<file path="src/rtl/fetch_unit_if.sv">
// Instruction memory req/ack bus between the fetch stage and imem.
// Single outstanding request; Addr held until Ack.
interface fetch_unit_if;
  logic        IMem_Req;
  logic [31:0] IMem_Addr;
  logic        IMem_Ack;
  logic [31:0] IMem_Rdata;

  modport master (
    output IMem_Req,
    output IMem_Addr,
    input  IMem_Ack,
    input  IMem_Rdata
  );

  modport slave (
    input  IMem_Req,
    input  IMem_Addr,
    output IMem_Ack,
    output IMem_Rdata
  );
endinterface

</file>
<file path="src/rtl/fetch_unit.sv">
// Fetch stage: owns fetch PC, single-outstanding imem handshake.
// Optional perf counters under `FETCH_PERF_CNT_EN.
module fetch_unit #(
  parameter logic [31:0] RESET_VECTOR = 32'h0000_0000
) (
  input  logic        CLK,
  input  logic        RST_N,
  input  logic        Stall_En,
  input  logic        Redirect_En,
  input  logic [31:0] Redirect_PC,
  fetch_unit_if.master imem,
  output logic [31:0] Instr_F,
  output logic [31:0] PC_F,
  output logic [31:0] PC_Plus_4_F,
`ifdef FETCH_PERF_CNT_EN
  output logic [31:0] Perf_Instr_Cnt,
  output logic [31:0] Perf_Bubble_Cnt,
`endif
  output logic        Fetch_Valid
);

  localparam logic [31:0] NOP = 32'h0000_0013;
  localparam logic [31:0] BUB = 32'h2A2A_2A2A;

  typedef enum logic [1:0] {
    S_IDLE,
    S_REQ,
    S_HOLD,
    S_DROP
  } state_t;

  state_t      state_q;
  logic [31:0] pc_q;
  logic [31:0] addr_q;
  logic        valid_q;
  logic [31:0] slot_ins_q;
  logic [31:0] slot_pc_q;
  logic [31:0] skid_q;

  logic        consume;
  logic        ack;
  logic [31:0] tgt;
  logic [31:0] pc_inc;

  assign consume = valid_q & ~Stall_En & ~Redirect_En;
  assign ack     = imem.IMem_Ack;
  assign tgt     = Redirect_PC & ~32'h3;
  assign pc_inc  = pc_q + 32'd4;

  always_ff @(posedge CLK) begin
    if (!RST_N) begin
      state_q    <= S_IDLE;
      pc_q       <= RESET_VECTOR;
      addr_q     <= '0;
      valid_q    <= 1'b0;
      slot_ins_q <= '0;
      slot_pc_q  <= '0;
      skid_q     <= '0;
    end else if (Redirect_En) begin
      valid_q <= 1'b0;
      skid_q  <= '0;
      pc_q    <= tgt;
      unique case (state_q)
        S_IDLE, S_HOLD: begin
          state_q <= S_REQ;
          addr_q  <= tgt;
        end
        S_REQ, S_DROP: begin
          // an issued request is never withdrawn
          if (ack) begin
            state_q <= S_REQ;
            addr_q  <= tgt;
          end else begin
            state_q <= S_DROP;
          end
        end
        default: state_q <= S_IDLE;
      endcase
    end else begin
      if (consume) valid_q <= 1'b0;
      unique case (state_q)
        S_IDLE: begin
          state_q <= S_REQ;
          addr_q  <= pc_q;
        end
        S_REQ: begin
          if (ack) begin
            if (!valid_q || consume) begin
              slot_ins_q <= imem.IMem_Rdata;
              slot_pc_q  <= pc_q;
              valid_q    <= 1'b1;
              pc_q       <= pc_inc;
              addr_q     <= pc_inc;
            end else begin
              skid_q  <= imem.IMem_Rdata;
              state_q <= S_HOLD;
            end
          end
        end
        S_HOLD: begin
          // pc_q still names the skid word
          if (consume) begin
            slot_ins_q <= skid_q;
            slot_pc_q  <= pc_q;
            valid_q    <= 1'b1;
            pc_q       <= pc_inc;
            addr_q     <= pc_inc;
            state_q    <= S_REQ;
          end
        end
        S_DROP: begin
          if (ack) begin
            addr_q  <= pc_q;
            state_q <= S_REQ;
          end
        end
        default: state_q <= S_IDLE;
      endcase
    end
  end

  assign imem.IMem_Req  = (state_q == S_REQ) || (state_q == S_DROP);
  assign imem.IMem_Addr = addr_q;
  assign Fetch_Valid    = valid_q;

  always_comb begin
    Instr_F     = '0;
    PC_F        = '0;
    PC_Plus_4_F = '0;
    if (valid_q) begin
      Instr_F     = slot_ins_q;
      PC_F        = slot_pc_q;
      PC_Plus_4_F = slot_pc_q + 32'd4;
    end else if (state_q != S_IDLE) begin
      Instr_F     = NOP;
      PC_F        = BUB;
      PC_Plus_4_F = BUB;
    end
  end

`ifdef FETCH_PERF_CNT_EN
  logic [31:0] icnt_q;
  logic [31:0] bcnt_q;

  always_ff @(posedge CLK) begin
    if (!RST_N) begin
      icnt_q <= '0;
      bcnt_q <= '0;
    end else begin
      if (consume && icnt_q != '1)
        icnt_q <= icnt_q + 32'd1;
      if (!Stall_En && !valid_q && bcnt_q != '1)
        bcnt_q <= bcnt_q + 32'd1;
    end
  end

  assign Perf_Instr_Cnt  = icnt_q;
  assign Perf_Bubble_Cnt = bcnt_q;
`endif

endmodule
</file>
<file path="src/flat_wrapper.sv">
// flat-port wrapper written by rule: the top's interface ports become plain ports
module fetch_unit_flat 
#(
  parameter logic [31:0] RESET_VECTOR = 32'h0000_0000
)
  (CLK, RST_N, Stall_En, Redirect_En, Redirect_PC, Instr_F, PC_F, PC_Plus_4_F, Fetch_Valid, imem_IMem_Req, imem_IMem_Addr, imem_IMem_Ack, imem_IMem_Rdata);
  fetch_unit_if imem_i ();
  input  logic CLK;
  input  logic RST_N;
  input  logic Stall_En;
  input  logic Redirect_En;
  input  logic [31:0] Redirect_PC;
  output logic [31:0] Instr_F;
  output logic [31:0] PC_F;
  output logic [31:0] PC_Plus_4_F;
  output logic Fetch_Valid;
  output wire logic [$bits(imem_i.IMem_Req)-1:0] imem_IMem_Req;
  output wire logic [$bits(imem_i.IMem_Addr)-1:0] imem_IMem_Addr;
  input wire logic [$bits(imem_i.IMem_Ack)-1:0] imem_IMem_Ack;
  input wire logic [$bits(imem_i.IMem_Rdata)-1:0] imem_IMem_Rdata;
  assign imem_IMem_Req = imem_i.IMem_Req;
  assign imem_IMem_Addr = imem_i.IMem_Addr;
  assign imem_i.IMem_Ack = imem_IMem_Ack;
  assign imem_i.IMem_Rdata = imem_IMem_Rdata;
  fetch_unit #(.RESET_VECTOR(RESET_VECTOR)) u_core (.CLK(CLK), .RST_N(RST_N), .Stall_En(Stall_En), .Redirect_En(Redirect_En), .Redirect_PC(Redirect_PC), .imem(imem_i), .Instr_F(Instr_F), .PC_F(PC_F), .PC_Plus_4_F(PC_Plus_4_F), .Fetch_Valid(Fetch_Valid));
endmodule
</file>
<file path="config.mk">
export PLATFORM = sky130hd
export DESIGN_NAME = fetch_unit_flat
export DESIGN_NICKNAME = d
export VERILOG_FILES = /design/src/rtl/fetch_unit_if.sv /design/src/rtl/fetch_unit.sv /design/src/flat_wrapper.sv
export SDC_FILE = /design/constraint.sdc
export NUM_CORES = 1
export LEC_CHECK = 0
export BUFFER_PORTS_ARGS = -buffer_cell sky130_fd_sc_hd__buf_4
export CAP_MARGIN = 0
export CORE_MARGIN = 1
export CORE_UTILIZATION = 40
export DETAILED_ROUTE_END_ITERATION = 16
export SYNTH_ARGS = -nofsm -noshare
export SYNTH_HDL_FRONTEND = slang
export SYNTH_SLANG_ARGS = --single-unit
</file>
<file path="constraint.sdc">
create_clock -name CLK -period 2.5 [get_ports CLK]
set_input_delay 0.125 -clock CLK [delete_from_list [all_inputs] [get_ports CLK]]
set_output_delay 0.125 -clock CLK [all_outputs]
set_load 0.05 [all_outputs]
</file>
# --- Yosys cells after proc, flatten, opt, wreduce, memory -nomap -nowiden ---
# Index checks and enable logic that the tools add are counted.
totals:
  input_bits: 69
  ff_bits: 163
  word_cells: 80
op_classes:
  n_bitwise: 6
  n_mux: 36
  n_eq_ne: 12
  addsub: 2
  n_reduce_logical: 16
op_table:
  columns: ["op", "count"]
  rows:
  - ["2-to-1 mux 32 bit", 16]
  - ["one-hot mux 32 bit (2 select lines)", 4]
  - ["one-hot mux 32 bit (4 select lines)", 1]
  - ["adder 32 x 3 -> 32 bit, second input constant", 2]
  - ["2-to-1 mux 30 bit", 1]
  - ["2-to-1 mux 2 bit", 6]
  - ["!= test 3 bit, second input constant", 4]
  - ["AND reduction 4 bit", 3]
  - ["AND reduction 5 bit", 2]
  - ["one-hot mux 2 bit (4 select lines)", 1]
  - ["!= test 3 x 2 -> 1 bit, second input constant", 2]
  - ["OR reduction 2 bit", 3]
  - ["2-to-1 mux 5 bit", 1]
  - ["equality test 2 bit, second input constant", 2]
  - ["2-to-1 mux 1 bit", 4]
  - ["!= test 2 x 1 -> 1 bit, second input constant", 2]
  - ["NOT 1 bit", 4]
  - ["one-hot mux 2 bit (2 select lines)", 1]
  - ["nonzero test 2 bit", 2]
  - ["AND reduction 3 bit", 1]
  - ["nonzero test 3 bit", 1]
  - ["AND 1 bit", 2]
  - ["equality test 2 x 1 -> 1 bit, second input constant", 1]
  - ["zero test 2 bit", 1]
  - ["4 further kinds", 5]

# --- Depth between registers and ports, before layout ---
logic_depth:
  ltp_word: 8
  mapped_depth: 10

# --- Worst setup path after synthesis ---
# OpenSTA, ideal clock, no wires.
synth_path:
  path_kind: "flip-flop to output port"
  start: "register u_core.valid_q, in the netlist u_core.Fetch_Valid"
  end: "output PC_Plus_4_F[7]"
  path_buffers: 2
  required_time_ps: 2375
  setup_slack_ps: -77
  stages_incl_launch_ff: 4
  t_arrival_ps: 2452
  cell_sequence: "dfxtp_1 buf_1 clkbuf_1 a21boi_0"
synth_via:
  elab_chain_cells: 1
synth_lines:
  columns: ["element", "line_no", "rtl"]
  rows:
  - ["from (decl)", "fetch_unit.sv:35", "logic valid_q;"]
  - ["from (signal assigned)", "fetch_unit.sv:55", "valid_q <= 1'b0;"]
  - ["from (signal assigned)", "fetch_unit.sv:60", "valid_q <= 1'b0;"]
  - ["from (signal assigned)", "fetch_unit.sv:80", "if (consume) valid_q <= 1'b0;"]
  - ["2-to-1 mux 32 bit", "fetch_unit.sv:130", "if (valid_q) begin"]
  - ["to (decl)", "flat_wrapper.sv:15", "output logic [31:0] PC_Plus_4_F;"]
# Every way passes these cells.

# --- Worst setup path in the final report ---
layout_path:
  start: "register u_core.slot_pc_q[4]"
  end: "output PC_Plus_4_F[31]"
layout_via:
  elab_chain_cells: 2
layout_lines:
  columns: ["element", "line_no", "rtl"]
  rows:
  - ["from (decl)", "fetch_unit.sv:37", "logic [31:0] slot_pc_q;"]
  - ["from (signal assigned)", "fetch_unit.sv:90", "slot_pc_q <= pc_q;"]
  - ["from (signal assigned)", "fetch_unit.sv:104", "slot_pc_q <= pc_q;"]
  - ["adder 32 x 3 -> 32 bit", "fetch_unit.sv:133", "PC_Plus_4_F = slot_pc_q + 32'd4;"]
  - ["2-to-1 mux 32 bit", "fetch_unit.sv:130", null]
# Every way passes these cells.

==> metrics.txt <==
status finished, final reports clean; register bit total from synthesis 157; grt met3 use 4.85%; power density over the cells 593 nW/um^2; n_diodes 0; DR pass1 iterations 5; synth top area cells dfxtp_1 37%, nand2_1 8.2%, a21oi_1 7.4%; Slew @ Worst Pin 0.757 ns; Pleak 4.32 nW; Horiz. Die Dim 148 um; top-area cell type share of the netlist area 37.0%; final hold vios 0; Slew Viols, Final 0; Worst-Skew Late Latency 0.43 ns; Post-synth EDFFs 0; first-pass GRT wire length 41.5 mm; Sink Count 157; most common cell in the netlist nand2_1; Gate power share 21.9%; Die Height 148 um; CTS Buf Count 17; slack of the critical path 0.151 ns; r2r worst-path depth 8; CTS clk-pin slew, worst paths 0.07 ns; I/O pins 199; Ys Warns 0; clk root buf clkbuf_16; Avg Cell Area, Syn 7.66 um^2; IO Port Bufs 192; fin area 11400 um^2; TNS Setup 0 ns; maxcap violations 0; antenna violations before repair 0; register area share after synthesis 37.0%; crit-path cells nand4_1 -> nor4_2 -> buf_4 -> nand4_1 -> nor3b_1 -> a21o_1 -> buf_4; Filler cells 2029; Setup-failing EPs final 0; row cnt 52; Max Root-Sink Buffers 2; Peak Freq 0.426 GHz; worst setup slack after placement 0.229 ns; Mapped Area 8500 um^2; Die Area 21800 um^2; CP max FO 10; Slew headroom 49.4%; DRC 0; Cells on Worst Hold Path 3; top cells by count, synth 185 x nand2_1, 157 x dfxtp_1, 126 x a21oi_1; HP Class in2reg; layer with the highest usage met2; global route overflow 0; share of power burned in registers 40.2%; Yosys top cell by area dfxtp_1; Sw Ratio 32.8%; endpoint type of the worst setup path output pin; routed length per instance 16.2 um; initial core utilization 41.4%; ys flop type dfxtp_1; Arrival @ worst endpoint 2.22 ns; P&R area growth vs syn 34.5%; largest net degree at the start of global routing 74; met2 GRT Util 40.1%; RSZ-0062 raised after global routing no; Routed Antenna Nets 0; vias in the first global route 7976; Slowest cell on crit path dfxtp_1; fin crit period 2.35 ns; DR vias 8543; Post-layout nets 1399; Reg area 3150 um^2; Clk pwr share 37.8%; sw power 2.22 mW; final WL 26.1 mm; Required @ worst endpoint 2.38 ns; First DRT Iteration DRCs 540; period utilization 93.9%; CTS tree built; clk_skew 0.0126 ns; Cells after Synth 1110; dpl cell area 10500 um^2; GP Congestion 0.882; Internal Pwr Total 4.56 mW; footprint of the multi-input gates 4910 um^2; GR Util All Layers 24.1%; share of cells above drive strength 1 23.7%; H-tree depth 4; Setup crit start kind flip-flop; ys async rst share 0%; CP Class reg2out; Yosys cell types 56; Largest stage delay, worst path 0.42 ns; Max VDD drop 500 uV; core footprint 20600 um^2; vias per cell 5.32; met1 GRT Util 29.8%; Final HPWL DP 18.8 mm
cell usage in the layout, fill, tap and decap left out, types with 35 or more instances in the layout:
master	n
buf_4	253
nand2_1	185
dfxtp_1	150
a21oi_1	122
and2_1	66
nor2_1	56
xnor2_1	49
nand3_1	42
mux2i_1	39
dlygate4sd3_1	38
a211oi_1	35
power by group through the flow:
stage | Sequential, mW | Combinational, mW | Clock (mW)
after floorplan | 2.91 | 0.797 | 0
after CTS | 2.73 | 1.49 | 2.61
after global placement | 2.78 | 1.43 | 0
after detailed placement | 2.78 | 1.44 | 0
final | 2.73 | 1.49 | 2.57
after global routing | 2.74 | 1.58 | 2.72
logic make-up (layout without fill, tap and decap cells):
kind of cell	Yosys count	after routing	synth area share, %
DFF	157	157	37.0
AOI/OAI and AO/OA	246	246	17.6
adders and majority gates	6	6	0.883
and+or+nand+nor	466	466	26.9
xor gates and xnor gates	67	67	6.90
buffers and inverters	128	352	6.12
other	1	4	0.0441
muxes	39	39	4.59
flip-flops by register name, indices dropped and copies added, names as in the netlist:
signal,cells
u_core.pc_q,30
u_core.imem.IMem_Addr,30
u_core.slot_ins_q,32
u_core.slot_pc_q,30
u_core.Fetch_Valid,1
u_core.state_q,2
u_core.skid_q,32
cell type report:
| class | instances | share of cell area, % |
|---|---|---|
| Multi-Input combinational cell | 828 | 43.0 |
| Sequential cell | 157 | 27.6 |
| Timing Repair Buffer | 295 | 20.6 |
| Clock buffer | 17 | 3.72 |
| Tap cell | 270 | 2.95 |
| Clock inverter | 15 | 1.36 |
| Inverter | 25 | 0.820 |
through the flow:
stage	total power [mW]	hold WS, ns	std cells	utilization (%)
2_1_floorplan	3.71	0.261	1113	-
3_3_place_gp	4.22	0.383	1537	50.8
3_5_place_dp	4.22	0.391	1537	50.8
4_1_cts	6.83	0.00339	1607	55.6
5_1_grt	7.04	0.0236	1607	55.6
6_report	6.78	0.00630	1607	55.6
worst paths after layout:
check,startpoint,slack (ns),end
max,u_core.slot_pc_q[4],0.15,PC_Plus_4_F[31]
min,Redirect_PC[16],0.006,u_core.pc_q[16]
min reg2reg,u_core.skid_q[28],0.45,u_core.skid_q[28]
max reg2reg,u_core.state_q[1],0.19,u_core.imem.IMem_Addr[24]
critical path: cells and delay by family, from the launching register on:
kind / cells / cell delay (ns)
AND/OR/NAND/NOR: 4 / 0.82
flip-flops: 1 / 0.42
AO/OA/AOI/OAI: 1 / 0.13
buffers and inverters: 2 / 0.42
repair_timing:
item                       in CTS  in global routing
hold endpoints to repair       38                  0
setup buffers                   0                  0
pin swaps                       0                  1
gates resized for setup         3                  6
hold buffers                   38                  0
setup endpoints to repair       2                 12
routing by layer:
layer  routed length, um  part of all wire [%]  up-vias
met2               12500                    48      232
met5                   0                     0        -
li1                    -                     -     4282
met4                 846                   3.2        0
met3                1380                   5.3       46
met1               11300                    43     3983
Note: power is estimated with default switching activity, not from simulation.
